**config.mk**
```make
export PLATFORM = sky130hd
export DESIGN_NAME = iccm_boot_loader
export DESIGN_NICKNAME = d
export VERILOG_FILES = /design/src/rtl/rv32i_x_pkg.sv /design/src/rtl/ldr_word_asm.sv /design/src/rtl/iccm_boot_loader.sv
export SDC_FILE = /design/constraint.sdc
export NUM_CORES = 1
export LEC_CHECK = 0
export ABC_CLOCK_PERIOD_IN_PS = 2700
export BUFFER_PORTS_ARGS = -buffer_cell sky130_fd_sc_hd__buf_2
export CAP_MARGIN = 20
export CORE_ASPECT_RATIO = 0.8
export CORE_MARGIN = 2
export CORE_UTILIZATION = 25
export DETAILED_ROUTE_END_ITERATION = 7
export SLEW_MARGIN = 25
export SYNTH_ARGS = -nofsm -noshare
export SYNTH_HDL_FRONTEND = slang
export SYNTH_SLANG_ARGS = --single-unit
```
**constraint.sdc**
```tcl
create_clock -name clk -period 2.7 [get_ports clk]
set_clock_uncertainty 0.2 [all_clocks]
set_input_delay 0.675 -clock clk [delete_from_list [all_inputs] [get_ports clk]]
set_output_delay 0.675 -clock clk [all_outputs]
set_load 0.005 [all_outputs]
```
**src/rtl/rv32i_x_pkg.sv**
```systemverilog
// Shared loader definitions: state encoding and ICCM word geometry.
// Imported by the boot loader and its word assembler.
package rv32i_x_pkg;

  localparam int unsigned ICCM_WORD_BYTES = 4;

  typedef enum logic [2:0] {
    LDR_LEN  = 3'd0,
    LDR_DATA = 3'd1,
    LDR_CHK  = 3'd2,
    LDR_DONE = 3'd3,
    LDR_ERR  = 3'd4
  } ldr_state_e;

  function automatic logic ldr_rx_open(input ldr_state_e s);
    return (s == LDR_LEN) || (s == LDR_DATA) || (s == LDR_CHK);
  endfunction

endpackage

```
**src/rtl/ldr_word_asm.sv**
```systemverilog
// Little-endian byte-to-word assembler shared by the length field
// and the image data words.
module ldr_word_asm (
  input  logic        clk,
  input  logic        rst_n,
  input  logic        clr,
  input  logic        byte_vld,
  input  logic [7:0]  byte_in,
  output logic [31:0] word,
  output logic        word_ready
);

  logic [1:0]  bidx_q, bidx_d;
  logic [31:0] sr_q, sr_d;

  always_comb begin
    sr_d   = sr_q;
    bidx_d = bidx_q;
    if (byte_vld) begin
      sr_d   = {byte_in, sr_q[31:8]};
      bidx_d = bidx_q + 2'd1;
    end
    // A state change restarts word framing at byte 0.
    if (clr) begin
      bidx_d = 2'd0;
    end
  end

  assign word       = {byte_in, sr_q[31:8]};
  assign word_ready = byte_vld && (bidx_q == 2'd3);

  always_ff @(posedge clk or negedge rst_n) begin
    if (!rst_n) begin
      bidx_q <= 2'd0;
      sr_q   <= 32'd0;
    end else begin
      bidx_q <= bidx_d;
      sr_q   <= sr_d;
    end
  end

endmodule

```
**src/rtl/iccm_boot_loader.sv**
```systemverilog
// Streams a length-prefixed, XOR-checksummed image into the ICCM
// and holds the core in reset until the image is verified.
module iccm_boot_loader
  import rv32i_x_pkg::*;
#(
  parameter logic [31:0] ADDR_BASE = 32'h0000_0000,
  parameter int unsigned MAX_WORDS = 4096,
  parameter int unsigned CNT_W     = 16
) (
  input  logic             clk,
  input  logic             rst_n,
  input  logic             start,
  input  logic             rx_valid,
  input  logic [7:0]       rx_data,
  output logic             rx_ready,
  output logic             iccm_wr_en,
  output logic [31:0]      iccm_wr_addr,
  output logic [31:0]      iccm_wr_data,
  output logic             core_rst_n,
  output logic             load_done,
  output logic             load_err,
  output logic [CNT_W-1:0] words_loaded
);

  ldr_state_e       state_q, state_d;
  logic [CNT_W-1:0] len_q, len_d;
  logic [CNT_W-1:0] wcnt_q, wcnt_d;
  logic [7:0]       csum_q, csum_d;
  logic             rdy_q, rdy_d;
  logic             wr_en_q, wr_en_d;
  logic [31:0]      addr_q, addr_d;
  logic [31:0]      data_q, data_d;
  logic             crst_q, crst_d;
  logic             done_q, done_d;
  logic             err_q, err_d;

  logic             accept;
  logic             clr;
  logic [31:0]      word;
  logic             word_ready;

  assign accept = rx_valid && rdy_q;
  assign clr    = (state_d != state_q);

  ldr_word_asm u_asm (
    .clk        (clk),
    .rst_n      (rst_n),
    .clr        (clr),
    .byte_vld   (accept),
    .byte_in    (rx_data),
    .word       (word),
    .word_ready (word_ready)
  );

  always_comb begin
    state_d = state_q;
    len_d   = len_q;
    wcnt_d  = wcnt_q;
    csum_d  = csum_q;
    wr_en_d = 1'b0;
    addr_d  = addr_q;
    data_d  = data_q;
    unique case (state_q)
      LDR_LEN: begin
        wcnt_d = '0;
        csum_d = 8'd0;
        if (word_ready) begin
          len_d = word[CNT_W-1:0];
          if (word > MAX_WORDS) begin
            state_d = LDR_ERR;
          end else if (word == 32'd0) begin
            state_d = LDR_CHK;
          end else begin
            state_d = LDR_DATA;
          end
        end
      end
      LDR_DATA: begin
        if (accept) begin
          csum_d = csum_q ^ rx_data;
        end
        if (word_ready) begin
          wr_en_d = 1'b1;
          addr_d  = ADDR_BASE + 32'(wcnt_q) * ICCM_WORD_BYTES;
          data_d  = word;
          wcnt_d  = wcnt_q + CNT_W'(1);
          if (wcnt_q + CNT_W'(1) == len_q) begin
            state_d = LDR_CHK;
          end
        end
      end
      LDR_CHK: begin
        if (accept) begin
          state_d = (rx_data == csum_q) ? LDR_DONE : LDR_ERR;
        end
      end
      LDR_DONE, LDR_ERR: begin
        if (start) begin
          state_d = LDR_LEN;
          wcnt_d  = '0;
        end
      end
      default: state_d = LDR_LEN;
    endcase
  end

  // Status flags follow the settled state; start clears them at once.
  always_comb begin
    done_d = (state_q == LDR_DONE) && !start;
    err_d  = (state_q == LDR_ERR) && !start;
    crst_d = done_d;
    rdy_d  = ldr_rx_open(state_d);
  end

  always_ff @(posedge clk or negedge rst_n) begin
    if (!rst_n) begin
      state_q <= LDR_LEN;
      len_q   <= '0;
      wcnt_q  <= '0;
      csum_q  <= 8'd0;
      rdy_q   <= 1'b0;
      wr_en_q <= 1'b0;
      addr_q  <= ADDR_BASE;
      data_q  <= 32'd0;
      crst_q  <= 1'b0;
      done_q  <= 1'b0;
      err_q   <= 1'b0;
    end else begin
      state_q <= state_d;
      len_q   <= len_d;
      wcnt_q  <= wcnt_d;
      csum_q  <= csum_d;
      rdy_q   <= rdy_d;
      wr_en_q <= wr_en_d;
      addr_q  <= addr_d;
      data_q  <= data_d;
      crst_q  <= crst_d;
      done_q  <= done_d;
      err_q   <= err_d;
    end
  end

  assign rx_ready     = rdy_q;
  assign iccm_wr_en   = wr_en_q;
  assign iccm_wr_addr = addr_q;
  assign iccm_wr_data = data_q;
  assign core_rst_n   = crst_q;
  assign load_done    = done_q;
  assign load_err     = err_q;
  assign words_loaded = wcnt_q;

endmodule

```
* Yosys cells after proc, flatten, opt, wreduce, memory -nomap -nowiden
Cells that the tools add are included.
** Word-level totals
- Memories :: 0
- Latch bits :: 0
- Register bits after elaboration :: 129
- ROM bits :: 0
- Memory bits (writable) :: 0
- Input port bits :: 12
- Word-level logic and storage cells :: 65
- Output and inout bits :: 85
** Operators by class
- Add/sub/neg operators :: 2
- Magnitude comparators :: 1
- Mux-type cells :: 18
- Equal/unequal tests :: 13
- Div/mod/pow operators :: 0
- Shift operators :: 0
- Bitwise operators :: 1
- Reduce and logical (&&, ||, !) cells :: 18
- Multipliers :: 0
** Operators by type and width (count)
- case mux 16 bit (3 select lines) :: 1
- > comparator 32 x 13 -> 1 bit (second input constant) :: 1
- zero test 32 bit :: 1
- 2-to-1 mux 16 bit :: 2
- 2-to-1 mux 3 bit :: 7
- adder 16 x 1 -> 16 bit (second input constant) :: 1
- == test 16 bit :: 1
- case mux 8 bit (2 select lines) :: 1
- case mux 3 bit (4 select lines) :: 1
- == test 3 x 2 -> 1 bit (second input constant) :: 3
- == test 8 bit :: 1
- 2-to-1 mux 8 bit :: 1
- XOR 8 bit :: 1
- == test 3 x 1 -> 1 bit (second input constant) :: 2
- zero test 3 bit :: 2
- 2-to-1 mux 2 bit :: 3
- AND reduction 2 bit :: 3
- logical AND 1 bit :: 4
- != test 2 x 1 -> 1 bit (second input constant) :: 2
- nonzero test 2 bit :: 2
- == test 3 bit (second input constant) :: 1
- != test 3 bit :: 1
- AND reduction 3 bit :: 1
- nonzero test 3 bit :: 1
- other kinds (7) :: 9

* Depth between registers and ports, before layout
Gate-level depths: netlist of run 1.
- Word-level depth :: 8
- Depth in mapped cells :: 10
- Depth with buffers taken out :: 8

* Hierarchy
Synthesis of run 1 repeated with hierarchy kept, for this count alone.
** Second synthesis, totals
- Cell total of the unflattened synthesis :: 628
- Area total of the unflattened synthesis :: 6172.2 µm²
** Modules (own cells, without submodules)
- iccm_boot_loader :: times used 1, seq. area each 2377.3 µm², cells an instance 561, area an instance 5031.1 µm²
- ldr_word_asm :: times used 1, seq. area each 650.6 µm², cells an instance 67, area an instance 1141.1 µm²

* Least setup slack after synthesis of run 1
No wires, ideal clock.
- Path kind :: register to register
- Start :: register wcnt_q[0], in the netlist words_loaded[0]
- End :: register state_q[1]
- Slack :: 0.162 ns
- Cell stages (with the launch flop) :: 10
- Buffers on the path :: 1
- Arrival time :: 2.200 ns
- Period minus slack after synthesis :: 2.538 ns
- Library setup time :: 0.139 ns
- Data required time :: 2.361 ns
- Path through :: dfrtp_1 > ha_1 > and3_1 > buf_6 > nand4_4 > mux2_4 > mux2i_1 > o22a_2 > nor4_1 > or4_1
** On the way
- Cells in the longest elaborated chain, start to end :: 5
** Ends and longest elaborated chain
- from (decl) :: line iccm_boot_loader.sv:27 : logic [CNT_W-1:0] wcnt_q, wcnt_d;
- from (signal assigned) :: line iccm_boot_loader.sv:131 : wcnt_q <= wcnt_d;
- adder 16 x 1 -> 16 bit :: line iccm_boot_loader.sv:87 : if (wcnt_q + CNT_W'(1) == len_q) begin
- == test 16 bit :: line iccm_boot_loader.sv:87
- 2-to-1 mux 3 bit :: line iccm_boot_loader.sv:87
- 2-to-1 mux 3 bit :: line iccm_boot_loader.sv:82 : if (word_ready) begin
- case mux 3 bit (4 select lines) :: line iccm_boot_loader.sv:63 : unique case (state_q)
- net state_d[1] :: line iccm_boot_loader.sv:25 : ldr_state_e state_q, state_d;
- to (signal assigned) :: line iccm_boot_loader.sv:129 : state_q <= state_d;
- to (decl) :: line iccm_boot_loader.sv:25
The timed path passes the listed nets, and every way through them passes these cells.
A chain may end at the register's enable or synchronous reset.

* Worst setup path in the final report of run 1
- Start :: register u_asm.sr_q[27]
- End :: register u_asm.bidx_q[0]
** On the way
- Cells in the longest elaborated chain, start to end :: 7
- Elaborated cells on any way between the ends :: 9
- Those cells by class :: 1 x order compare; 1 x eq/ne; 5 x mux; 2 x reduce/logical
** Ends and longest elaborated chain
- from (decl) :: line ldr_word_asm.sv:14 : logic [31:0] sr_q, sr_d;
- from (signal assigned) :: line ldr_word_asm.sv:38 : sr_q <= sr_d;
- parallel branches: the longest is 2 deep, another holds > comparator 32 x 13 -> 1 bit
- 2-to-1 mux 3 bit (*) :: line iccm_boot_loader.sv:69 : if (word > MAX_WORDS) begin
- 2-to-1 mux 3 bit (*) :: line iccm_boot_loader.sv:67 : if (word_ready) begin
- case mux 3 bit (4 select lines) (*) :: line iccm_boot_loader.sv:63
- != test 3 bit (*) :: line iccm_boot_loader.sv:43 : assign clr = (state_d != state_q);
- 2-to-1 mux 2 bit / nonzero test 2 bit (equally long branches)
- to (signal assigned) :: line ldr_word_asm.sv:37 : bidx_q <= bidx_d;
- to (decl) :: line ldr_word_asm.sv:13 : logic [1:0] bidx_q, bidx_d;
Mark *: on every way between the ends.

==> results of run 1 <==
==> final timing paths <==
| check | startpoint | to | slack, ps | cells past startpoint |
|---|---|---|---|---|
| max | u_asm.sr_q[27] | u_asm.bidx_q[0] | 70 | 7 |
| max reg2reg | u_asm.sr_q[27] | u_asm.bidx_q[0] | 70 | 7 |
| min | rst_n | iccm_wr_data[18] | 20 | 1 |
| min reg2reg | iccm_wr_addr[8] | iccm_wr_addr[8] | 260 | 2 |
| min in group clk | iccm_wr_addr[8] | iccm_wr_addr[8] | 260 | 2 |
| max in group asynchronous | rst_n | iccm_wr_data[15] | 1680 | 2 |
==> area by class of cell <==
class,instances,area [sq um],share of cell area (%)
Clock inverter,14,150,2.07
Inverter,4,15.0,0.207
Multi-Input combinational cell,422,2470,34.1
Timing Repair Buffer,122,756,10.4
Tap cell,306,383,5.29
Clock buffer,18,439,6.06
Sequential cell,121,3030,41.8
==> registers in the layout, summed over array words and instances (netlist names) <==
signal / flops
csum_q: 8
iccm_wr_addr: 16
iccm_wr_data: 32
iccm_wr_en: 1
len_q: 16
load_done: 1
load_err: 1
rx_ready: 1
state_q: 3
u_asm.bidx_q: 2
u_asm.sr_q: 24
words_loaded: 16
==> per-layer routing <==
metal	up-vias	global-route usage, %
met4	0	2.94
met2	93	19.1
li1	2166	-
met3	11	3.92
met5	-	0
met1	2179	19.2
==> critical path: stages (launching register included) <==
cell and delay [ps]:
dfrtp_1 460, nor4_1 510, nand3_1 180, a211oi_1 270
nor2_1 90, a2111oi_0 470, o32ai_1 220, a21oi_1 180
==> cells in the mapped netlist, types with 10 or more instances <==
cell / n
xor2_1: 10
xnor2_1: 26
a21oi_1: 10
nand2_1: 168
nor2_1: 12
clkbuf_1: 16
o21ai_0: 37
buf_2: 10
nor4_1: 12
buf_4: 17
nand3_1: 24
dfrtp_1: 121
mux2_2: 40
==> power by group through the flow <==
stage | logic, mW | clock network (mW) | registers [mW]
finish | 1.05 | 2.30 | 2.51
global placement | 1.02 | 0 | 2.54
CTS | 1.05 | 2.34 | 2.51
floorplan | 0.765 | 0 | 2.38
detailed placement | 1.04 | 0 | 2.54
global route | 1.16 | 2.43 | 2.56
==> cells in the final DEF, fill, tap and decap left out, drive strengths merged, types with 3 or more instances in the layout <==
master	instances
conb	16
o21ai	37
nand3	25
nor4	12
nand4	7
buf	122
mux2	41
nand2b	3
nor3	7
nor2	12
o31ai	7
inv	13
and4	5
xnor2	26
and3	4
dfrtp	121
xor2	10
clkinv	4
and2	7
nand2	168
a21oi	10
clkbuf	18
==> timing repair <==
action                     CTS  global route
setup buffers                0             0
setup endpoints to repair    0             3
gates resized for setup      0             3
==> metrics by stage <==
stage          cells  hold slack [ps]
3_3_place_gp     975              255
5_1_grt         1007             38.5
2_1_floorplan    597              179
6_report        1007             15.2
4_1_cts         1007             28.1
3_5_place_dp     975              257
==> kinds of logic (layout without fill, tap and decap cells) <==
group                      Yosys count  count (layout)  share of synthesized area (%)
muxes                               43              43                           8.50
DFF                                121             121                           53.0
buffers and inverters               54             158                           5.04
AOI/OAI and AO/OA                   66              66                           6.84
adders and majority gates            2               2                          0.438
xor gates and xnor gates            36              36                           5.52
other                                1              16                         0.0657
and+or+nand+nor                    259             259                           20.6
==> qor.csv, run 1 <==
stage;metric;value;unit
status;status;completed;
power;ir_drop;0.379;mV
global_route;grt-ovfl-total;0;
sta;setup_viol;0;
cells_and_area;final_util;32.3;%
floorplan;fp.coreArea;22400;sq um
synth;async_reset_ff_share;100;%
sta;finalSetupTns;0;ps
synth;ys_seq_area_share;53.0;%
synth;ys_warn_count;0;
cts;clk_pin_slew;60;ps
critical_path;end_kind;flop;
floorplan;ioPinCount;97;
power;internal_power;4.04;mW
synth;synth.distinct_cells;49;
synth;ys.flop_type;dfrtp_1;
cts;cts_tree;yes;
sta;rsz0062_at_grt;false;
route;wl_met2;6570;um
cts;clock_latency;420;ps
power;seq_power_share;42.9;%
cts;hold_buffers;0;
power;power_density;809;nW/um^2
synth;synth_edf_count;0;
critical_path;crit_arrival;2780;ps
synth;ys_top_cells_by_area;dfrtp_1 (53%), nand2_1 (11%), mux2_2 (7.9%);
cells_and_area;area.growth.synth_to_final;26.8;%
power;p_clk_share;39.2;%
global_route;grt_max_degree;49;
synth;synth_area_per_cell;9.81;sq um
cells_and_area;finalInstanceArea;7240;sq um
placed_design;hpwl;10700;um
route;wl_met1;7980;um
floorplan;die_area;24100;sq um
route;drc;0;
route;first_pass_iters;4;
global_route;grt_use_total;13.2;%
floorplan;dieWidth;173;um
sta;slew_violations;0;
floorplan;die_y;139;um
cells_and_area;diodes;0;
route;drtIter0Drc;350;
cells_and_area;layout-drive-gt1-share;29.4;%
sta;hold_viol;0;
route;vias;4449;
synth;synth-seq-cells;121;
cts;cts_sinks;121;
power;swShare;31.0;%
placed_design;pre_cts_slack;27.5;ps
sta;setup_ws;67.9;ps
route;routed_via_density;4.42;
synth;synth_top_cell_area_share;53.0;%
sta;period_share;97.5;%
route;ant_nets;0;
global_route;grt_pass1_vias;4418;
min_path;hold_path.class;in -> async;
floorplan;start_util;25.5;%
cts;cts_inserted_buffers;17;
cts;cts_max_level;4;
sta;clock.fmax;380;MHz
synth;yosysTopAreaCell;dfrtp_1;
job;drv_cap;0;
sta;maxSlewHeadroom;66.0;%
critical_path;critPathLaunchType;flop;
synth;syn_area;5710;sq um
route;routed_wl;15400;um
global_route;antenna_found_initial;0;
power;p_leak;3.60;nW
route;top_layer;met4;
cts;root_buffer;clkbuf_16;
power;power.share.combinational;17.9;%
critical_path;worstPathRequired;2850;ps
synth;synthCells;582;
power;fin_total_pwr;5.86;mW
critical_path;path_class;reg -> reg;
placed_design;postPlaceCellArea;6640;sq um
cts;clock_path_buffers;2;
placed_design;place_congestion;0.829;
power;p_switching;1.81;mW
sta;min_period;2630;ps
cells_and_area;fillers;2336;
floorplan;std_cell_rows;49;
placed_design;portBuffers;80;
route;met3_length;725;um
cells_and_area;nets;702;
global_route;grt_pass1_wl;24900;um
critical_path;cp_max_fo;4;
sta;tightest_slew;506;ps
route;drt-wirelength-per-cell;15.3;um
Note: power is estimated with default switching activity, not from simulation.
==> inputs of run 2 (changes only) <==
Settings changed: CELL_PAD_IN_SITES_DETAIL_PLACEMENT set to 1, CELL_PAD_IN_SITES_GLOBAL_PLACEMENT set to 1, PLACE_DENSITY_LB_ADDON set to 0.1.
==> qor.csv, run 2 (synthesized netlist as in run 1, its figures left out) <==
stage;metric;value;unit;change
status;status;completed;;
route;routed_wl;17600;um;+14%
cts;cts_max_level;4;;unchanged
cells_and_area;largest_reg_flops;32;;unchanged
cts;clk_pin_slew;60;ps;about the same
power;p_leak;3.67;nW;+1.8%
placed_design;dp.cells;985;;+1.0%
sta;setup_viol;0;;unchanged
cells_and_area;layout_common_cells;nand2_1 (168), dfrtp_1 (121), buf_2 (79);;
critical_path;reg2reg_to;state_q[1];;
job;drv_cap;0;;unchanged
placed_design;pre_cts_slack;-98.1;ps;-126 ps
route;drtIter0Drc;221;;-37%
global_route;grt_pass1_wl;28800;um;+16%
cts;clock_latency;420;ps;about the same
critical_path;worstPathRequired;2790;ps;-60 ps
sta;period_share;93.0;%;-4.5 points
cts;post-cts-setup-buffers;0;;unchanged
cells_and_area;diodes;0;;unchanged
cts;cts_inserted_buffers;17;;unchanged
global_route;grt-ovfl-total;0;;unchanged
critical_path;end_kind;flop;;
global_route;grt_max_degree;53;;+8.2%
critical_path;rrSetupSlack;190;ps;+120 ps
power;power_density;813;nW/um^2;+0.57%
cells_and_area;final_util;32.9;%;+0.62 points
critical_path;ff2ff_path_depth;9;;+2
sta;clock.fmax;398;MHz;+4.9%
cells_and_area;layoutNonFillerInstCount;1017;;+0.99%
critical_path;path_class;reg -> reg;;
cts;hold_buffers;0;;unchanged
floorplan;fp.coreArea;22400;sq um;unchanged
sta;hold_viol;0;;unchanged
sta;finalSetupTns;0;ps;unchanged
global_route;antenna_found_initial;0;;unchanged
route;routed_via_density;4.52;;+2.3%
cts;cts_tree;yes;;
cells_and_area;layout-drive-gt1-share;30.2;%;+0.85 points
floorplan;die_area;24100;sq um;unchanged
placed_design;postPlaceCellArea;6750;sq um;+1.7%
cells_and_area;area.growth.synth_to_final;29.2;%;
cts;clock_path_buffers;2;;unchanged
placed_design;portBuffers;80;;unchanged
sta;setup_ws;190;ps;+122 ps
global_route;grt_pass1_vias;4975;;+13%
sta;min_period;2510;ps;-122 ps
floorplan;std_cell_rows;49;;unchanged
power;fin_total_pwr;6.00;mW;+2.5%
sta;rsz0062_at_grt;false;;
route;drc;0;;unchanged
sta;hold_slack;14.6;ps;-0.576 ps
critical_path;cp_max_fo;7;;+3
route;vias;4595;;+3.3%
placed_design;place_congestion;0.749;;-9.6%
floorplan;die_y;139;um;unchanged
placed_design;hpwl;12500;um;+18%
cts;root_buffer;clkbuf_16;;
cells_and_area;final_common_cell;nand2_1;;
floorplan;dieWidth;173;um;unchanged
route;ant_nets;0;;unchanged
cells_and_area;finalInstanceArea;7380;sq um;+1.9%
sta;slew_violations;0;;unchanged
critical_path;timing.rr.start;words_loaded[0];;
power;ir_drop;0.518;mV;+37%
cells_and_area;nets;712;;+1.4%
min_path;hold_path.class;in -> async;;
route;first_pass_iters;4;;unchanged
floorplan;start_util;25.5;%;unchanged
global_route;grt_use_total;15.3;%;+2.2 points
floorplan;ioPinCount;97;;unchanged
critical_path;crit_arrival;2600;ps;-180 ps
cts;cts_sinks;121;;unchanged
critical_path;critPathLaunchType;flop;;
route;drt-wirelength-per-cell;17.3;um;+13%
-- run 2: repair_timing --
| action | CTS | global route |
|---|---|---|
| cloned | 0 | 0 |
| setup endpoints to repair | 2 | 3 |
| gates resized for setup | 1 | 5 |
| pin swaps | 0 | 0 |
-- run 2: layer usage --
metal | track usage [%] | up-vias | part of all wire, %
li1 | - | 2192 | -
met1 | 22.7 | 2308 | 54
met2 | 22.1 | 80 | 42
met3 | 3.56 | 15 | 3.3
met4 | 4.42 | 0 | 1.0
met5 | 0 | - | 0
-- run 2: area by class of cell --
type	count	area [sq um]
Fill cell	2597	15100
Sequential cell	121	3030
Multi-Input combinational cell	422	2490
Timing Repair Buffer	132	868
Clock buffer	21	450
Tap cell	306	383
Clock inverter	11	148
Inverter	4	15.0
-- run 2: power by group --
part / internal [mW] / leakage, nW / total, mW / switching (mW)
sequential: 2.13 / 1.60 / 2.53 / 0.402
clock: 1.48 / 0.291 / 2.33 / 0.859
combinational: 0.609 / 1.78 / 1.14 / 0.527
total: 4.22 / 3.67 / 6.00 / 1.79
-- run 2: worst max path at each step --
| stage | end | cells past startpoint | start | slack (ps) |
|---|---|---|---|---|
| finish | state_q[1] | 9 | words_loaded[0] | 190 |
| global placement | u_asm.bidx_q[1] | 10 | rx_data[3] | -20 |
| floorplan | state_q[1] | 9 | words_loaded[0] | 160 |
| detailed placement | u_asm.bidx_q[0] | 9 | rx_data[3] | -100 |
| global route | u_asm.bidx_q[1] | 7 | u_asm.sr_q[14] | 30 |
| CTS | u_asm.bidx_q[0] | 7 | u_asm.sr_q[10] | 20 |
-- run 2: worst max-delay path, stage by stage (launching register included) --
cell	delay (ps)
dfrtp_1	380
ha_1	210
and3_1	150
buf_4	170
nand4_4	100
mux2_4	300
mux2i_1	130
o22a_2	190
nor4_1	60
or4_1	500
==> inputs of run 3 (changes only) <==
Settings changed: ABC_AREA set to 1.
==> qor.csv, run 3 <==
stage;metric;value;unit;change
status;status;completed;;
synth;synth_edf_count;0;;unchanged
cells_and_area;layout-drive-gt1-share;18.6;%;-12 points
cts;hold_buffers;0;;unchanged
power;power_density;944;nW/um^2;+16%
floorplan;die_area;24000;sq um;-0.17%
synth;ys_seq_area_share;53.1;%;+0.093 points
critical_path;crit_path_end;u_asm.bidx_q[0];;
global_route;grt_use_total;15.4;%;+0.056 points
power;seq_power_share;39.4;%;-2.8 points
sta;slew_violations;0;;unchanged
cts;cts_max_level;4;;unchanged
cells_and_area;nets;788;;+11%
cells_and_area;final_common_cell;nand2_1;;
route;routed_via_density;4.47;;-1.1%
cts;clock_path_buffers;2;;unchanged
critical_path;timing.rr.start;words_loaded[1];;
power;fin_total_pwr;6.67;mW;+11%
cts;cts_sinks;121;;unchanged
global_route;busiest_layer;met2;;
floorplan;die_y;139;um;about the same
route;vias;4881;;+6.2%
synth;ys_warn_count;0;;unchanged
global_route;grtUsageMet1;21.5;%;-1.2 points
global_route;use_met3;3.26;%;-0.30 points
cts;clk_pin_slew;60;ps;about the same
synth;ys_top_cells_by_area;dfrtp_1 (53%), nand2_1 (13%), o21ai_0 (8.4%);;
power;swShare;33.4;%;+3.6 points
floorplan;dieWidth;173;um;about the same
power;ir_drop;0.320;mV;-38%
cts;cts_inserted_buffers;17;;unchanged
critical_path;ff2ff_path_depth;16;;+7
placed_design;hpwl;13200;um;+5.1%
cells_and_area;largest_reg_flops;32;;unchanged
cells_and_area;diodes;0;;unchanged
route;drt-wirelength-per-cell;16.4;um;-5.3%
synth;synth-seq-cells;121;;unchanged
sta;rsz0062_at_grt;false;;
power;internal_power;4.44;mW;+5.3%
critical_path;cp_max_fo;8;;+1
power;power.share.combinational;25.5;%;+6.6 points
cts;root_buffer;clkbuf_16;;
floorplan;start_util;25.4;%;-0.045 points
synth;synthTopCellsByCount;nand2_1 (195), dfrtp_1 (121), o21ai_0 (96), inv_1 (79), nand3_1 (47);;
cells_and_area;layout_common_cells;nand2_1 (195), dfrtp_1 (119), o21ai_0 (96);;
synth;synth_area_per_cell;8.34;sq um;-15%
critical_path;worstPathRequired;2800;ps;about the same
power;p_switching;2.23;mW;+25%
global_route;grt_use_met2;24.1;%;+1.9 points
synth;async_reset_ff_share;100;%;unchanged
sta;hold_viol;0;;unchanged
critical_path;rrSetupSlack;260;ps;+70 ps
placed_design;postPlaceCellArea;6440;sq um;-4.7%
route;first_pass_iters;4;;unchanged
floorplan;ioPinCount;97;;unchanged
power;p_clk_share;35.1;%;-3.8 points
synth;synth_top_cell_area_share;53.1;%;+0.093 points
global_route;grt_pass1_vias;5122;;+3.0%
synth;ys.flop_type;dfrtp_1;;
synth;syn_area;5700;sq um;-0.18%
floorplan;fp.coreArea;22400;sq um;unchanged
critical_path;path_class;reg -> reg;;
global_route;grt-ovfl-total;0;;unchanged
critical_path;crit_arrival;2540;ps;-60 ps
floorplan;std_cell_rows;49;;unchanged
sta;min_period;2440;ps;-70.0 ps
synth;yosysTopAreaCell;dfrtp_1;;
sta;setup_viol;0;;unchanged
cts;clock_latency;410;ps;about the same
sta;period_share;90.4;%;-2.6 points
synth;synthCells;684;;+18%
min_path;hold_path.class;in -> async;;
critical_path;critPathLaunchType;flop;;
sta;clock.fmax;410;MHz;+2.9%
sta;hold_slack;70.1;ps;+55.4 ps
route;routed_wl;17900;um;+1.7%
route;ant_nets;0;;unchanged
sta;finalSetupTns;0;ps;unchanged
cells_and_area;area.growth.synth_to_final;23.9;%;
global_route;antenna_found_initial;0;;unchanged
power;p_leak;3.49;nW;-4.7%
cells_and_area;finalInstanceArea;7060;sq um;-4.3%
synth;yosysMostFrequentCell;nand2_1;;
synth;synth.distinct_cells;36;;-27%
placed_design;pre_cts_slack;173;ps;+271 ps
critical_path;reg2reg_to;u_asm.bidx_q[0];;
sta;setup_ws;260;ps;+70.0 ps
cells_and_area;fillers;2714;;+4.5%
critical_path;end_kind;flop;;
job;drv_cap;0;;unchanged
global_route;grt_max_degree;75;;+42%
route;drc;0;;unchanged
global_route;grt_pass1_wl;28800;um;+0.17%
critical_path;worstSetupStartpoint;words_loaded[1];;
route;drtIter0Drc;282;;+28%
placed_design;place_congestion;0.792;;+5.7%
cts;cts_tree;yes;;
placed_design;portBuffers;80;;unchanged
==> run 3: per-layer routing <==
layer / vias to the layer above / share of wire (%)
met4: 0 / 1.1
met2: 74 / 45
met3: 12 / 2.8
met1: 2436 / 51
li1: 2359 / -
met5: - / 0
==> run 3: how the worst min path moves through the flow <==
stage,slack (ps),cells past startpoint,end,start
final,70,2,iccm_wr_addr[2],rst_n
after global routing,70,2,iccm_wr_addr[2],rst_n
after CTS,70,2,iccm_wr_addr[3],rst_n
after detailed placement,270,2,iccm_wr_addr[8],iccm_wr_addr[8]
after global placement,260,2,iccm_wr_data[13],iccm_wr_data[13]
after floorplan,180,0,csum_q[0],rst_n
==> run 3: power by group through the flow <==
stage	sequential [mW]	clock, mW	combinational (mW)
floorplan	2.57	0	1.02
global placement	2.64	0	1.68
detailed placement	2.65	0	1.71
CTS	2.63	2.42	1.72
global route	2.69	2.49	1.96
finish	2.63	2.34	1.70
==> run 3: through the flow <==
| step | utilization (%) | cells |
|---|---|---|
| 2_1_floorplan | - | 699 |
| 3_3_place_gp | 28.7 | 1058 |
| 3_5_place_dp | 28.7 | 1058 |
| 4_1_cts | 31.4 | 1089 |
| 5_1_grt | 31.5 | 1092 |
| 6_report | 31.5 | 1092 |
==> run 3: critical path, stage by stage, from the launching register on <==
cell,delay [ps]
dfrtp_2,410
ha_1,210
nand2_1,130
nor2_4,240
nand4_1,170
nand2_1,120
nand2_1,50
nand2_1,70
nand2_1,70
nor2_1,170
nand3_1,100
nand2_1,90
nand2_1,70
nand2_1,70
nand2_1,60
nand3_2,70
nor2_1,40
==> run 3: area by class of cell <==
type / instances / area [sq um] / share of cell area (%)
sequential: 121 / 3030 / 42.9
multi-input combinational: 457 / 2200 / 31.1
timing repair buffer: 95 / 541 / 7.65
clock buffer: 19 / 453 / 6.41
tap: 306 / 383 / 5.42
inverter: 82 / 308 / 4.36
clock inverter: 12 / 150 / 2.13
==> run 3: cells by family (layout without fill, tap and decap cells) <==
kind of cell	after synthesis	count (layout)	share of synthesized area, %
multiplexers	1	1	0.176
other	1	16	0.0658
AND/OR/NAND/NOR	317	317	25.0
flip-flops	121	121	53.1
AO/OA/AOI/OAI	112	112	10.6
XOR/XNOR	9	9	1.38
adder cells (fa/ha/maj)	2	2	0.439
buffers and inverters	121	208	9.30
==> run 3: repair_timing <==
item,4_1_cts,5_1_grt
hold endpoints to repair,0,0
setup endpoints to repair,0,2
resized for setup,0,2
setup buffers,0,3
